**config.mk**
```make
export PLATFORM = sky130hd
export DESIGN_NAME = mmio_timer
export DESIGN_NICKNAME = d
export VERILOG_FILES = /design/src/rtl/mmio_timer.sv
export SDC_FILE = /design/constraint.sdc
export NUM_CORES = 1
export LEC_CHECK = 0
export ABC_AREA = 1
export BUFFER_PORTS_ARGS = -buffer_cell sky130_fd_sc_hd__buf_4
export CAP_MARGIN = 20
export CORE_MARGIN = 10
export CORE_UTILIZATION = 50
export CTS_CLUSTER_DIAMETER = 100
export DETAILED_ROUTE_END_ITERATION = 16
export GPL_TIMING_DRIVEN = 0
export PLACE_DENSITY = 0.71
export SETUP_SLACK_MARGIN = 0.4
export SLEW_MARGIN = 20
export SYNTH_ARGS = -nofsm -noshare
export SYNTH_HDL_FRONTEND = slang
export SYNTH_SLANG_ARGS = --single-unit
```
**constraint.sdc**
```tcl
create_clock -name clk -period 2.31 [get_ports clk]
set_input_delay 0.1155 -clock clk [delete_from_list [all_inputs] [get_ports clk]]
set_output_delay 0.1155 -clock clk [all_outputs]
set_load 0.03 [all_outputs]
```
**src/rtl/mmio_timer.sv**
```systemverilog
// mmio_timer: bus-mapped programmable timer with level interrupt.
// Four word registers (CTRL, COUNT, CMP, STATUS) in a 16-byte window at
// BASE_ADDR. Reads are combinational; writes commit on the rising edge.
// Optional build macro: MMIO_TIMER_PRESCALER_EN adds a divide-by-PRESCALE
// tick prescaler; without it the counter ticks every cycle while enabled.
module mmio_timer #(
  parameter logic [31:0] BASE_ADDR = 32'h0000_0F00,
  parameter int unsigned PRESCALE  = 1
) (
  input  logic        clk,
  input  logic        rstn,
  input  logic        DMWr,
  input  logic        DMRd,
  input  logic [31:0] addr,
  input  logic [31:0] din,
  input  logic [2:0]  DMType,
  output logic [31:0] dout,
  output logic        timer_int,
  input  logic        timer_int_ack
);

  // Register offsets within the window (word index from addr[3:2]).
  localparam logic [1:0] OFF_CTRL   = 2'd0;
  localparam logic [1:0] OFF_COUNT  = 2'd1;
  localparam logic [1:0] OFF_CMP    = 2'd2;
  localparam logic [1:0] OFF_STATUS = 2'd3;

  // CTRL bit positions.
  localparam int CTRL_EN = 0;
  localparam int CTRL_AR = 1;
  localparam int CTRL_IE = 2;

  // Architectural state.
  logic [2:0]  ctrl_q,  ctrl_d;
  logic [31:0] count_q, count_d;
  logic [31:0] cmp_q,   cmp_d;
  logic        pend_q,  pend_d;

  // Bus decode.
  logic       sel;
  logic [1:0] offset;
  logic       wr_word;
  logic       wr_ctrl;
  logic       wr_count;
  logic       wr_cmp;
  logic       wr_status;

  // Timer datapath helpers.
  logic en;
  logic ar;
  logic ie;
  logic tick;
  logic match;

  // The byte-lane bits of the address carry no meaning for word registers.
  logic unused_bits;
  assign unused_bits = ^addr[1:0];

  assign sel    = (addr[31:4] == BASE_ADDR[31:4]);
  assign offset = addr[3:2];

  // Only full-word writes change state; sub-word stores are dropped.
  assign wr_word   = DMWr & sel & (DMType == 3'b000);
  assign wr_ctrl   = wr_word & (offset == OFF_CTRL);
  assign wr_count  = wr_word & (offset == OFF_COUNT);
  assign wr_cmp    = wr_word & (offset == OFF_CMP);
  assign wr_status = wr_word & (offset == OFF_STATUS);

  assign en = ctrl_q[CTRL_EN];
  assign ar = ctrl_q[CTRL_AR];
  assign ie = ctrl_q[CTRL_IE];

`ifdef MMIO_TIMER_PRESCALER_EN
  // Last prescaler value before a tick is issued.
  localparam logic [31:0] PRESCALE_LAST = PRESCALE - 1;

  logic [31:0] presc_q, presc_d;

  // Prescaler next state: restarts on CTRL/COUNT writes, advances only while enabled.
  always_comb begin
    presc_d = presc_q;
    if (wr_ctrl || wr_count) begin
      presc_d = 32'h0;
    end else if (en) begin
      if (presc_q == PRESCALE_LAST) begin
        presc_d = 32'h0;
      end else begin
        presc_d = presc_q + 32'h1;
      end
    end
  end

  // Prescaler register.
  always_ff @(posedge clk or negedge rstn) begin
    if (!rstn) begin
      presc_q <= 32'h0;
    end else begin
      presc_q <= presc_d;
    end
  end

  assign tick = en & (presc_q == PRESCALE_LAST);
`else
  // Divider not built: PRESCALE has no effect in this configuration.
  localparam int unsigned prescale_unused = PRESCALE;

  assign tick = en;
`endif

  // A match is only an event when the counter actually ticks.
  assign match = tick & (count_q == cmp_q);

  // COUNT next state: a bus write overrides whatever the tick would do.
  always_comb begin
    count_d = count_q;
    if (wr_count) begin
      count_d = din;
    end else if (tick) begin
      if (match) begin
        // Auto-reload restarts from zero; one-shot parks on the compare value.
        count_d = ar ? 32'h0 : count_q;
      end else begin
        // Natural 32-bit wrap; reaching zero this way is not an event.
        count_d = count_q + 32'h1;
      end
    end
  end

  // CTRL next state: software write wins over the one-shot self-disable.
  always_comb begin
    ctrl_d = ctrl_q;
    if (wr_ctrl) begin
      ctrl_d = din[2:0];
    end else if (match && !ar) begin
      ctrl_d[CTRL_EN] = 1'b0;
    end
  end

  // CMP next state: plain read/write register.
  always_comb begin
    cmp_d = cmp_q;
    if (wr_cmp) begin
      cmp_d = din;
    end
  end

  // PEND next state: a fresh match is never lost to a simultaneous clear.
  always_comb begin
    pend_d = pend_q;
    if (match) begin
      pend_d = 1'b1;
    end else if (timer_int_ack || (wr_status && din[0])) begin
      pend_d = 1'b0;
    end
  end

  // State registers with asynchronous reset.
  always_ff @(posedge clk or negedge rstn) begin
    if (!rstn) begin
      ctrl_q  <= 3'b000;
      count_q <= 32'h0;
      cmp_q   <= 32'hFFFF_FFFF;
      pend_q  <= 1'b0;
    end else begin
      ctrl_q  <= ctrl_d;
      count_q <= count_d;
      cmp_q   <= cmp_d;
      pend_q  <= pend_d;
    end
  end

  // Read mux: zero unless a read strobe hits the window; shows pre-write values.
  always_comb begin
    dout = 32'h0;
    if (DMRd && sel) begin
      case (offset)
        OFF_CTRL:   dout = {29'h0, ctrl_q};
        OFF_COUNT:  dout = count_q;
        OFF_CMP:    dout = cmp_q;
        OFF_STATUS: dout = {31'h0, pend_q};
        default:    dout = 32'h0;
      endcase
    end
  end

  assign timer_int = pend_q & ie;

endmodule

```
## Yosys cells after proc, flatten, opt, wreduce, memory -nomap -nowiden

Cells that the tools add are included.

- Input bits: 72
- Output and inout bits: 33
- Logic and storage cells: 41
- Register bits: 68

- Reductions and logical operators: 11
- $add $sub $neg: 1
- Bitwise operators: 8
- Mux-type cells: 10
- Eq/ne operators: 6

Operator list:

| cell | number |
|---|---|
| 2-to-1 mux 32 bit | 5 |
| case mux 32 bit (4 select lines) | 1 |
| adder 32 x 1 -> 32 bit (second input constant) | 1 |
| == test 32 bit | 1 |
| == test 28 x 8 -> 1 bit (second input constant) | 1 |
| bitwise AND 1 bit | 8 |
| nonzero test 2 bit | 3 |
| == test 2 bit (second input constant) | 2 |
| 2-to-1 mux 1 bit | 4 |
| logical AND 1 bit | 3 |
| zero test 3 bit | 1 |
| inequality test 3 bit (second input constant) | 1 |
| == test 2 x 1 -> 1 bit (second input constant) | 1 |
| zero test 2 bit | 1 |
| AND reduction 2 bit | 1 |
| zero test 1 bit | 1 |
| logical OR 1 bit | 1 |

## Depth between registers and ports, before layout

Gate-level depths: netlist of run 1.

- Depth in word-level cells: 8
- Gate-level depth with buffers: 15
- Gate-level depth less buffers: 13

## Worst setup path after synthesis of run 1

No wires, ideal clock.

- Path type: register to register
- From: register count_q[0]
- To: register count_q[20]
- Arrival time: 1645 ps
- Setup slack: 549 ps
- Library setup time: 117 ps
- Buffers on the path: 0
- Period minus slack after synthesis: 1761 ps
- Stages on the path, launching flop included: 13
- Required time: 2193 ps
- Cells stage by stage: dfrtp_1 ha_1 nand3_1 nor2_2 nand2_1 nor2_1 nand2_1 nand2_1 nand2_1 nand3_1 nand2_1 nand2_1 nand2_1

- Word-level cells in the longest chain between the ends: 5
- Elaborated cells between the ends (all ways): 8
- Classes of those cells: add/sub: 1; eq/ne: 2; mux: 3; bitwise: 1; reduce/logical: 1

RTL lines:

| item | line | source |
|---|---|---|
| from (decl) | 35 | `logic [31:0] count_q, count_d;` |
| from (signal assigned) | 166 | `count_q <= count_d;` |
| branches (longest 5 deep; another with adder 32 x 1 -> 32 bit) | n/a |  |

Several ways; the timed one is not identified. The select of a mux whose other input is x is not followed.
A chain may end at the register's enable or synchronous reset.

## Final worst setup path of run 1

- From: register cmp_q[14]
- To: register count_q[24]

- Word-level cells in the longest chain between the ends: 5
- Elaborated cells between the ends (all ways): 7
- Classes of those cells: eq/ne: 2; mux: 3; bitwise: 1; reduce/logical: 1

RTL lines:

| item | line | source |
|---|---|---|
| from (decl) | 36 | `logic [31:0] cmp_q, cmp_d;` |
| from (signal assigned) | 167 | `cmp_q <= cmp_d;` |
| == test 32 bit * | 111 | `assign match = tick & (count_q == cmp_q);` |
| bitwise AND 1 bit * | 111 |  |
| 2-to-1 mux 32 bit | 119 | `if (match) begin` |
| 2-to-1 mux 32 bit | 118 | `end else if (tick) begin` |
| 2-to-1 mux 32 bit | 116 | `if (wr_count) begin` |

Every way passes the cells marked *; elsewhere a longest branch is shown, timed or not. The select of a mux whose other input is x is not followed.

==> flow_summary.yaml, run 1 <==
synthesis:
  ys_seq_area_frac: 0.310
  synth_xor_area_frac: 0.0358
  synth.mux.area_fraction: 0
  synth_cell_types: 29
  synth_top_family_by_area: "simple AND/OR/NAND/NOR gates"
  ys_warn_count: 0
  synth_nets: 1016
  synth_area_leader_cell: "nand2_1"
  syn_area_per_cell_sq_um: 5.96
  synth_seq_cells: 68
  netlist_instances: 943
  syn-cell-area_sq_um: 5620
  synthSimpleGateAreaFrac: 0.513
  synth-compound-area-share: 0.0394
  synth.area.top_cells: "nand2_1, dfrtp_1, dfstp_2"
  yosys.area.top_type_share: 0.269
  synthAdderAreaFrac: 0.00223
floorplan:
  dieArea_sq_um: 15900
  core_sq_um: 10900
  start_util: 0.514
  ios: 105
  rows: 38
  die_y_microns: 126
  dieWidth_microns: 126
worst_setup_path:
  r2r_cells: 13
  reg2reg_to: "count_q[24]$_DFFE_PN0P_"
  reg2reg_slack_ns: 0.25
  cp-end-kind: "flop"
  worstReg2RegStart: "cmp_q[14]$_DFFE_PN1P_"
  path_class: "reg -> reg"
  cp.required_ns: 2.55
  cp_max_fo: 10
  arrival_ns: 2.30
  critPathLaunchType: "flop"
sta:
  max_freq_mhz: 485
  worstMarginPinSlew_ns: 0.922
  final-hold-violation-count: 0
  period_share: 0.893
  relSlewSlack: 0.385
  clock_skew_ns: 0.00842
  maxSlewViolCount: 0
  fin_crit_ns: 2.06
  finalSetupViolations: 0
  setup_tns_ns: 0
  hold_slack_ns: 0.00446
  grt_setup_unrepaired: "true"
pwr:
  switching_share: 0.237
  vdd_drop_max_mv: 0.327
  p_int_mw: 2.30
  comb_power_share: 0.073
  power_frac_clock: 0.531
  power_density_nw_per_um2: 412
  seqPwrFrac: 0.396
  p_leak_nw: 3.56
  p_sw_mw: 0.714
detailed_routing:
  ant_nets: 0
  drc: 0
  vias: 6839
  via_per_inst: 5.59
  routedWlPerCell_microns: 16.8
  totalWireLength_microns: 20600
  first_iter_violations: 751
  dr.pass1.iters: 7
clocking:
  cts_buffer_depth: 2
  insertion_delay_ns: 0.35
  clkTransAtPathRegs_ns: 0.06
  cts-buffers-inserted: 9
  clockRootBuffer: "clkbuf_16"
  cts_tree: "yes"
  htree_levels: 3
  cts_sinks: 68
grt:
  globalRouteMet1Util: 0.334
  grt_pass1_wl_microns: 33100
  antenna_found_initial: 0
  met3_usage: 0.0520
  grt_usage: 0.249
  grt_use_met2: 0.392
  grt_start_max_net_pins: 69
  first_global_vias: 6402
  grt.busiest_layer: "met2"
  grt.overflow.total: 0
finish:
  layout-area-overhead-vs-synth_pct: 30.1
  nFillCells: 1087
  mostFrequentLayoutCells: "nand2_1, nand3_1, buf_4"
  n_antenna_cell: 0
  drive_gt1_frac: 0.230
  final_common_cell: "nand2_1"
  nNetsFinal: 1151
hold_path:
  hp-start: "din[25]"
  whs_path_depth: 3
  min_path_type: "in -> reg"
  holdPathEnd: "cmp_q[25]$_DFFE_PN1P_"
flow_run:
  cap_violations: 0
status:
  status: "finished, final reports clean"
place:
  place.gp.congestion: 0.958
  dp_hpwl_microns: 14800
  io_buffers: 102
routing by layer:
layer	vias to the layer above	part of all wire
met5	-	0
met4	0	0.022
met3	40	0.099
met2	367	0.45
met1	3145	0.43
li1	3287	-
through the flow:
stage / util / setup slack [ns] / area [sq um] / instances / power, mW
after floorplan: - / 0.549 / 5620 / 943 / 1.26
after global placement: 0.600 / -0.266 / 6560 / 1185 / 1.42
after detailed placement: 0.600 / -0.230 / 6560 / 1185 / 1.42
after CTS: 0.655 / 0.338 / 7160 / 1215 / 3.00
after global routing: 0.669 / 0.159 / 7310 / 1223 / 3.07
final: 0.669 / 0.247 / 7310 / 1223 / 3.01
logic make-up (layout without fill, tap and decap cells):
kind of cell,after synthesis,in the layout
simple gates,675,675
compound gates,42,42
fa+ha+maj,1,1
flops,68,68
xor+xnor,23,23
buf+inv,134,274
critical path, cell delays in order (launching register included):
cell and delay [ns]:
dfstp_2 0.57, inv_2 0.03, nand2_1 0.04, nand2_1 0.06, nor2_2 0.13, nand4_1 0.21, nor2_4 0.16, buf_4 0.14
nand3_4 0.14, buf_8 0.18, nand3_1 0.10, nand2_1 0.07, nand2_1 0.07, nand2_1 0.04
how the worst max path moves through the flow:
stage	cells past startpoint	to	slack (ns)	from
after global placement	7	cmp_q[5]$_DFFE_PN1P_	-0.27	DMType[1]
after detailed placement	7	cmp_q[5]$_DFFE_PN1P_	-0.23	DMType[1]
after global routing	14	count_q[24]$_DFFE_PN0P_	0.16	count_q[16]$_DFFE_PN0P_
final	13	count_q[24]$_DFFE_PN0P_	0.25	cmp_q[14]$_DFFE_PN1P_
after CTS	12	count_q[4]$_DFFE_PN0P_	0.34	cmp_q[14]$_DFFE_PN1P_
after floorplan	12	count_q[20]$_DFFE_PN0P_	0.55	count_q[0]$_DFFE_PN0P_
final cells by class:
cell class	count	area [sq um]	share of cell area
plain buffers	54	324	0.0443
clock buffers	11	253	0.0346
clock inverters	5	83.8	0.0115
inverters	80	300	0.0411
multi-input cells	741	3460	0.473
flip-flops and latches	68	1750	0.239
well taps	140	175	0.0240
repair buffers	124	971	0.133
cell usage after synthesis:
library cell	instances
buf_2	17
nor4_1	4
a211oi_1	1
nand2_2	2
nor3_1	14
buf_1	4
nor3_2	1
o21ai_0	6
a21oi_1	32
buf_4	3
buf_6	3
nor2_2	3
nor2_1	74
nand2_1	403
nand3_1	130
xor2_1	16
inv_2	3
nor3b_2	2
clkbuf_1	27
a31oi_1	1
ha_1	1
xnor2_1	7
nand4_1	40
nor4b_4	1
inv_1	77
dfrtp_1	36
dfstp_2	32
nand3b_1	1
a221oi_1	2
sequential cells by signal, indices dropped and copies added (netlist names):
register / count
pend_q: 1
cmp_q: 32
ctrl_q: 3
count_q: 32
power by group through the flow:
stage               clock, mW  sequential [mW]  combinational (mW)
detailed placement          0             1.21               0.210
finish                   1.60             1.19               0.220
global placement            0             1.21               0.210
global route             1.64             1.19               0.240
CTS                      1.59             1.19               0.214
floorplan                   0             1.21              0.0499
timing repair:
item	4_1_cts	5_1_grt
buffers inserted	10	8
cloned	2	0
pin swaps	7	8
endpoints found under the setup margin	88	67
hold buffers	2	0
hold endpoints to repair	37	0
resized for setup	47	29
No activity file was read; power rests on OpenSTA's default activity.
==> inputs of run 2 (changes only) <==
--- a/config.mk
+++ b/config.mk
@@ -5,15 +5,14 @@
 export SDC_FILE = /design/constraint.sdc
 export NUM_CORES = 1
 export LEC_CHECK = 0
-export ABC_AREA = 1
 export BUFFER_PORTS_ARGS = -buffer_cell sky130_fd_sc_hd__buf_4
 export CAP_MARGIN = 20
-export CORE_MARGIN = 10
+export CORE_MARGIN = 3
 export CORE_UTILIZATION = 50
 export CTS_CLUSTER_DIAMETER = 100
 export DETAILED_ROUTE_END_ITERATION = 16
 export GPL_TIMING_DRIVEN = 0
-export PLACE_DENSITY = 0.71
+export PLACE_DENSITY = 0.73
 export SETUP_SLACK_MARGIN = 0.4
 export SLEW_MARGIN = 20
 export SYNTH_ARGS = -nofsm -noshare
==> constraint.sdc (replaced) <==
create_clock -name clk -period 2.7 [get_ports clk]
set_input_delay 0.135 -clock clk [delete_from_list [all_inputs] [get_ports clk]]
set_output_delay 0.135 -clock clk [all_outputs]
set_load 0.03 [all_outputs]
==> flow_summary.yaml, run 2 <==
synthesis:
  netlist_instances: 494
  synth_nets: 567
  syn-cell-area_sq_um: 4650
  yosys.area.top_type_share: 0.194
  ys.flop_type: "dfrtp_1"
  synth.area.top_cells: "dfrtp_1, dfstp_2, mux2_2"
  synth_seq_cells: 68
  async_reset_ff_frac: 1.00
  synth_cell_types: 62
  ys_warn_count: 0
  synth_xor_area_frac: 0.0621
  synthAdderAreaFrac: 0.00269
  synth_area_leader_cell: "dfrtp_1"
  synth-compound-area-share: 0.169
  synth_enable_flop_cells: 0
  syn_area_per_cell_sq_um: 9.41
  ys_top_cells_by_count: "nor2_1, dfrtp_1, mux2_2, dfstp_2, a22oi_1"
  ys_seq_area_frac: 0.374
  synthSimpleGateAreaFrac: 0.240
  yosysMostFrequentCell: "nor2_1"
  synth_top_family_by_area: "simple AND/OR/NAND/NOR gates"
  synth.mux.area_fraction: 0.107
place:
  place.gp.congestion: 0.974
  dp_hpwl_microns: 11900
  dp_cells: 702
  io_buffers: 100
  postPlaceCellArea_sq_um: 5590
  post-place-ws_ns: -0.539
finish:
  drive_gt1_frac: 0.527
  instances_no_fill: 770
  final_cell_area_sq_um: 6940
  nNetsFinal: 730
  largest_registers: "cmp_q x32, count_q x32, ctrl_q x3"
  layout-area-overhead-vs-synth_pct: 49.2
  mostFrequentLayoutCells: "buf_4, nor2_1, mux2_2"
  final_core_util: 0.780
  final_common_cell: "buf_4"
  n_antenna_cell: 0
worst_setup_path:
  cp.required_ns: 2.93
  crit_chain: "xor2_2, or4_4, nor4_4, and3_4, buf_8, nor3_1, a221o_1"
  crit_buf_inv: 1
  cp_slowest_cell: "dfstp_2"
  path_class: "reg -> reg"
  worst_path_dominant_cell_family: "simple AND/OR/NAND/NOR gates"
  arrival_ns: 2.71
  slowest_delay_ns: 0.58
  critPathLaunchType: "flop"
  cp_max_fo: 5
  cp-end-kind: "flop"
detailed_routing:
  via_per_inst: 6.51
  ant_nets: 0
  drc: 0
  first_iter_violations: 487
  vias: 5009
  dr.pass1.iters: 8
  routedWlPerCell_microns: 23.5
  totalWireLength_microns: 18100
floorplan:
  dieArea_sq_um: 10500
  die_y_microns: 102
  dieWidth_microns: 102
  core_sq_um: 8890
  start_util: 0.523
  rows: 34
  ios: 105
clocking:
  cts_tree: "yes"
  cts_buffer_depth: 2
  cts-buffers-inserted: 9
  clockRootBuffer: "clkbuf_8"
  clkTransAtPathRegs_ns: 0.08
  htree_levels: 3
  insertion_delay_ns: 0.35
  cts_sinks: 68
sta:
  grt_setup_unrepaired: "true"
  worstMarginPinSlew_ns: 0.907
  hold_slack_ns: 0.0161
  setup_tns_ns: 0
  fin_crit_ns: 2.48
  max_freq_mhz: 403
  maxSlewViolCount: 0
  relSlewSlack: 0.395
  period_share: 0.919
  timing.final.ws_setup_ns: 0.218
  final-hold-violation-count: 0
  finalSetupViolations: 0
  clock_skew_ns: 0.0136
flow_run:
  cap_violations: 0
grt:
  antenna_found_initial: 0
  grt.overflow.total: 0
  grt_start_max_net_pins: 69
  first_global_vias: 5057
  grt_pass1_wl_microns: 27100
  grt_usage: 0.346
pwr:
  power_mw: 2.28
  power_density_nw_per_um2: 329
  vdd_drop_max_mv: 0.249
  p_leak_nw: 2.83
status:
  status: "finished, final reports clean"
hold_path:
  min_path_type: "in -> reg"
==> run 2: kinds of logic after synthesis <==
kind of cell               count (synthesis)
buffers and inverters                     48
muxes                                     44
DFF                                       68
xor gates and xnor gates                  33
AOI/OAI and AO/OA                         95
and+or+nand+nor                          205
adders and majority gates                  1
==> run 2: worst paths after layout <==
path,end,start,slack [ns],depth (start not counted)
setup / recovery,count_q[6]$_DFFE_PN0P_,cmp_q[24]$_DFFE_PN1P_,0.22,7
hold / removal,count_q[31]$_DFFE_PN0P_,din[31],0.02,3
setup reg to reg,count_q[6]$_DFFE_PN0P_,cmp_q[24]$_DFFE_PN1P_,0.22,7
hold reg to reg,ctrl_q[2]$_DFFE_PN0P_,ctrl_q[2]$_DFFE_PN0P_,0.55,1
max in group asynchronous,count_q[2]$_DFFE_PN0P_,rstn,1.61,2
min in group asynchronous,count_q[29]$_DFFE_PN0P_,rstn,0.45,2
==> run 2: metal layers <==
layer | GRT usage | part of all wire
met2 | 0.581 | 0.49
met4 | 0.149 | 0.043
met3 | 0.0696 | 0.094
met1 | 0.433 | 0.37
met5 | 0 | 0
==> run 2: what timing repair did <==
item / in CTS / in global routing
hold buffers: 1 / 0
setup endpoints to repair: 64 / 46
pin swaps: 21 / 19
cloned: 4 / 0
buffers inserted: 41 / 6
resized for setup: 98 / 44
hold endpoints to repair: 36 / 0
==> run 2: final cells by class <==
class / instances / area, sq um
buffer: 43 / 309
clock buffer: 11 / 151
clock inverter: 5 / 106
fill: 611 / 1950
inverter: 5 / 18.8
multi-input combinational: 379 / 3280
sequential: 68 / 1750
tap: 108 / 135
timing repair buffer: 151 / 1180
==> run 2: worst reg2reg max path: cells and delay by family, from the launching register on <==
family | cells | cell delay, ns
and+or+nand+nor | 4 | 1.23
xor gates and xnor gates | 1 | 0.12
DFF | 1 | 0.58
buffers and inverters | 1 | 0.15
AOI/OAI and AO/OA | 1 | 0.28
==> run 2: where the power goes <==
group	switching, mW	internal (mW)	total, mW
combinational	0.0740	0.0820	0.156
clock	0.440	0.668	1.11
sequential	0.00000000972	1.02	1.02
total	0.514	1.77	2.28
==> inputs of run 3 (changes only) <==
--- a/config.mk
+++ b/config.mk
@@ -7,12 +7,14 @@
 export LEC_CHECK = 0
 export BUFFER_PORTS_ARGS = -buffer_cell sky130_fd_sc_hd__buf_4
 export CAP_MARGIN = 20
+export CELL_PAD_IN_SITES_DETAIL_PLACEMENT = 0
+export CELL_PAD_IN_SITES_GLOBAL_PLACEMENT = 1
 export CORE_MARGIN = 3
-export CORE_UTILIZATION = 50
+export CORE_UTILIZATION = 45
 export CTS_CLUSTER_DIAMETER = 100
 export DETAILED_ROUTE_END_ITERATION = 16
 export GPL_TIMING_DRIVEN = 0
-export PLACE_DENSITY = 0.73
+export PLACE_DENSITY = 0.85
 export SETUP_SLACK_MARGIN = 0.4
 export SLEW_MARGIN = 20
 export SYNTH_ARGS = -nofsm -noshare
==> flow_summary.yaml, run 3 (synthesized netlist as in run 2, its figures left out) <==
sta:
  period_share: 0.926
  setup_tns_ns: 0
  timing.final.ws_setup_ns: 0.201
  fin_crit_ns: 2.50
  worstMarginPinSlew_ns: 0.913
  clock_skew_ns: 0.00563
  max_freq_mhz: 400
  relSlewSlack: 0.391
  finalSetupViolations: 0
  grt_setup_unrepaired: "true"
  maxSlewViolCount: 0
  final-hold-violation-count: 0
worst_setup_path:
  cp-end-kind: "flop"
  arrival_ns: 2.75
  cp_max_fo: 7
  cp.required_ns: 2.95
  critPathLaunchType: "flop"
  path_class: "reg -> reg"
finish:
  mostFrequentLayoutCells: "buf_4, nor2_1, mux2_2"
  multi_input_area_sq_um: 3360
  final_cell_area_sq_um: 7110
  nNetsFinal: 733
  nFillCells: 784
  seq_area_sq_um: 1750
  instances_no_fill: 798
  n_antenna_cell: 0
  final_common_cell: "buf_4"
  largest_registers: "cmp_q x32, count_q x32, ctrl_q x3"
  drive_gt1_frac: 0.534
  layout-area-overhead-vs-synth_pct: 52.9
detailed_routing:
  routedWlPerCell_microns: 23.9
  dr.pass1.iters: 5
  drc: 0
  vias: 5036
  ant_nets: 0
  totalWireLength_microns: 19000
  via_per_inst: 6.31
  first_iter_violations: 455
pwr:
  switching_share: 0.244
  vdd_drop_max_mv: 0.256
  p_sw_mw: 0.510
  power_density_nw_per_um2: 293
  p_int_mw: 1.58
  seqPwrFrac: 0.489
  p_leak_nw: 2.84
  comb_power_share: 0.076
  power_frac_clock: 0.435
hold_path:
  min_path_type: "in -> reg"
clocking:
  cts_buffer_depth: 2
  cts_sinks: 68
  htree_levels: 3
  clockRootBuffer: "clkbuf_8"
  cts_tree: "yes"
  insertion_delay_ns: 0.36
  cts-buffers-inserted: 9
  clkTransAtPathRegs_ns: 0.08
place:
  post-place-ws_ns: -0.549
  dp_cells: 727
  io_buffers: 100
  postPlaceCellArea_sq_um: 5620
  place.gp.congestion: 0.933
  dp_hpwl_microns: 12300
flow_run:
  cap_violations: 0
floorplan:
  dieArea_sq_um: 11600
  start_util: 0.469
  ios: 105
  die_y_microns: 108
  dieWidth_microns: 108
  core_sq_um: 9910
  rows: 36
grt:
  first_global_vias: 4843
  antenna_found_initial: 0
  grt.overflow.total: 0
  grt_start_max_net_pins: 69
  grt_pass1_wl_microns: 27500
  grt_usage: 0.319
status:
  status: "finished, final reports clean"
## run 3: cell types whose count changed in the layout (fill, tap and decap cells not counted), moves of 4 or more
cell     previous run  this run
buf_12              0         5
buf_6              14        19
buf_4             143       139
o41ai_1             5         1
o41ai_4             0         4
## run 3: area by class of cell
| cell class | count | share of cell area |
|---|---|---|
| multi-input combinational | 378 | 0.472 |
| clock inverter | 4 | 0.00669 |
| tap | 133 | 0.0234 |
| clock buffer | 12 | 0.0218 |
| timing repair buffer | 155 | 0.182 |
| inverter | 5 | 0.00264 |
| buffer | 43 | 0.0452 |
| sequential | 68 | 0.247 |
## run 3: metrics by stage
step / hold slack, ns / utilization / power (mW)
floorplan: -0.161 / - / 1.08
global placement: 0.304 / 0.566 / 1.19
detailed placement: 0.307 / 0.567 / 1.19
CTS: 0.00681 / 0.656 / 2.08
global route: 0.00639 / 0.718 / 2.15
finish: 0.00211 / 0.718 / 2.09
## run 3: final timing paths
| check | start | end | slack (ns) | depth (start not counted) |
|---|---|---|---|---|
| worst min-delay path | din[31] | count_q[31]$_DFFE_PN0P_ | 0.002 | 3 |
| max in group asynchronous | rstn | count_q[1]$_DFFE_PN0P_ | 1.59 | 2 |
| worst max register to register | count_q[16]$_DFFE_PN0P_ | count_q[27]$_DFFE_PN0P_ | 0.20 | 8 |
| worst min register to register | ctrl_q[2]$_DFFE_PN0P_ | ctrl_q[2]$_DFFE_PN0P_ | 0.56 | 1 |
| worst max-delay path | count_q[16]$_DFFE_PN0P_ | count_q[27]$_DFFE_PN0P_ | 0.20 | 8 |
| min in group asynchronous | rstn | count_q[18]$_DFFE_PN0P_ | 0.44 | 2 |
## run 3: power by group through the flow
stage	clock, mW	sequential [mW]	combinational, mW
global placement	0	1.04	0.153
detailed placement	0	1.04	0.155
global route	0.960	1.02	0.171
finish	0.908	1.02	0.158
floorplan	0	1.04	0.0374
CTS	0.906	1.02	0.157
## run 3: routing by layer
metal	track usage	vias to the layer above	part of all wire	wire [microns]
li1	-	2200	-	-
met1	0.418	2469	0.40	7600
met2	0.496	306	0.47	8860
met3	0.0774	61	0.098	1870
met4	0.151	0	0.037	709
met5	0	-	0	0
## run 3: what timing repair did
| action | CTS | global route |
|---|---|---|
| hold buffers | 1 | 0 |
| pin swaps | 18 | 30 |
| setup endpoints to repair | 44 | 67 |
| gates cloned | 2 | 1 |
| resized for setup | 85 | 74 |
| buffers inserted | 32 | 19 |
| endpoints found under the hold margin | 36 | 0 |
## run 3: worst max-delay path: stages (launching register included)
cell and delay, ns:
dfrtp_1 0.39, buf_8 0.14, xnor2_4 0.19, or4b_4 0.51, nor4_4 0.35, and3_4 0.29, clkbuf_16 0.18, nor3_1 0.05
a221o_1 0.29
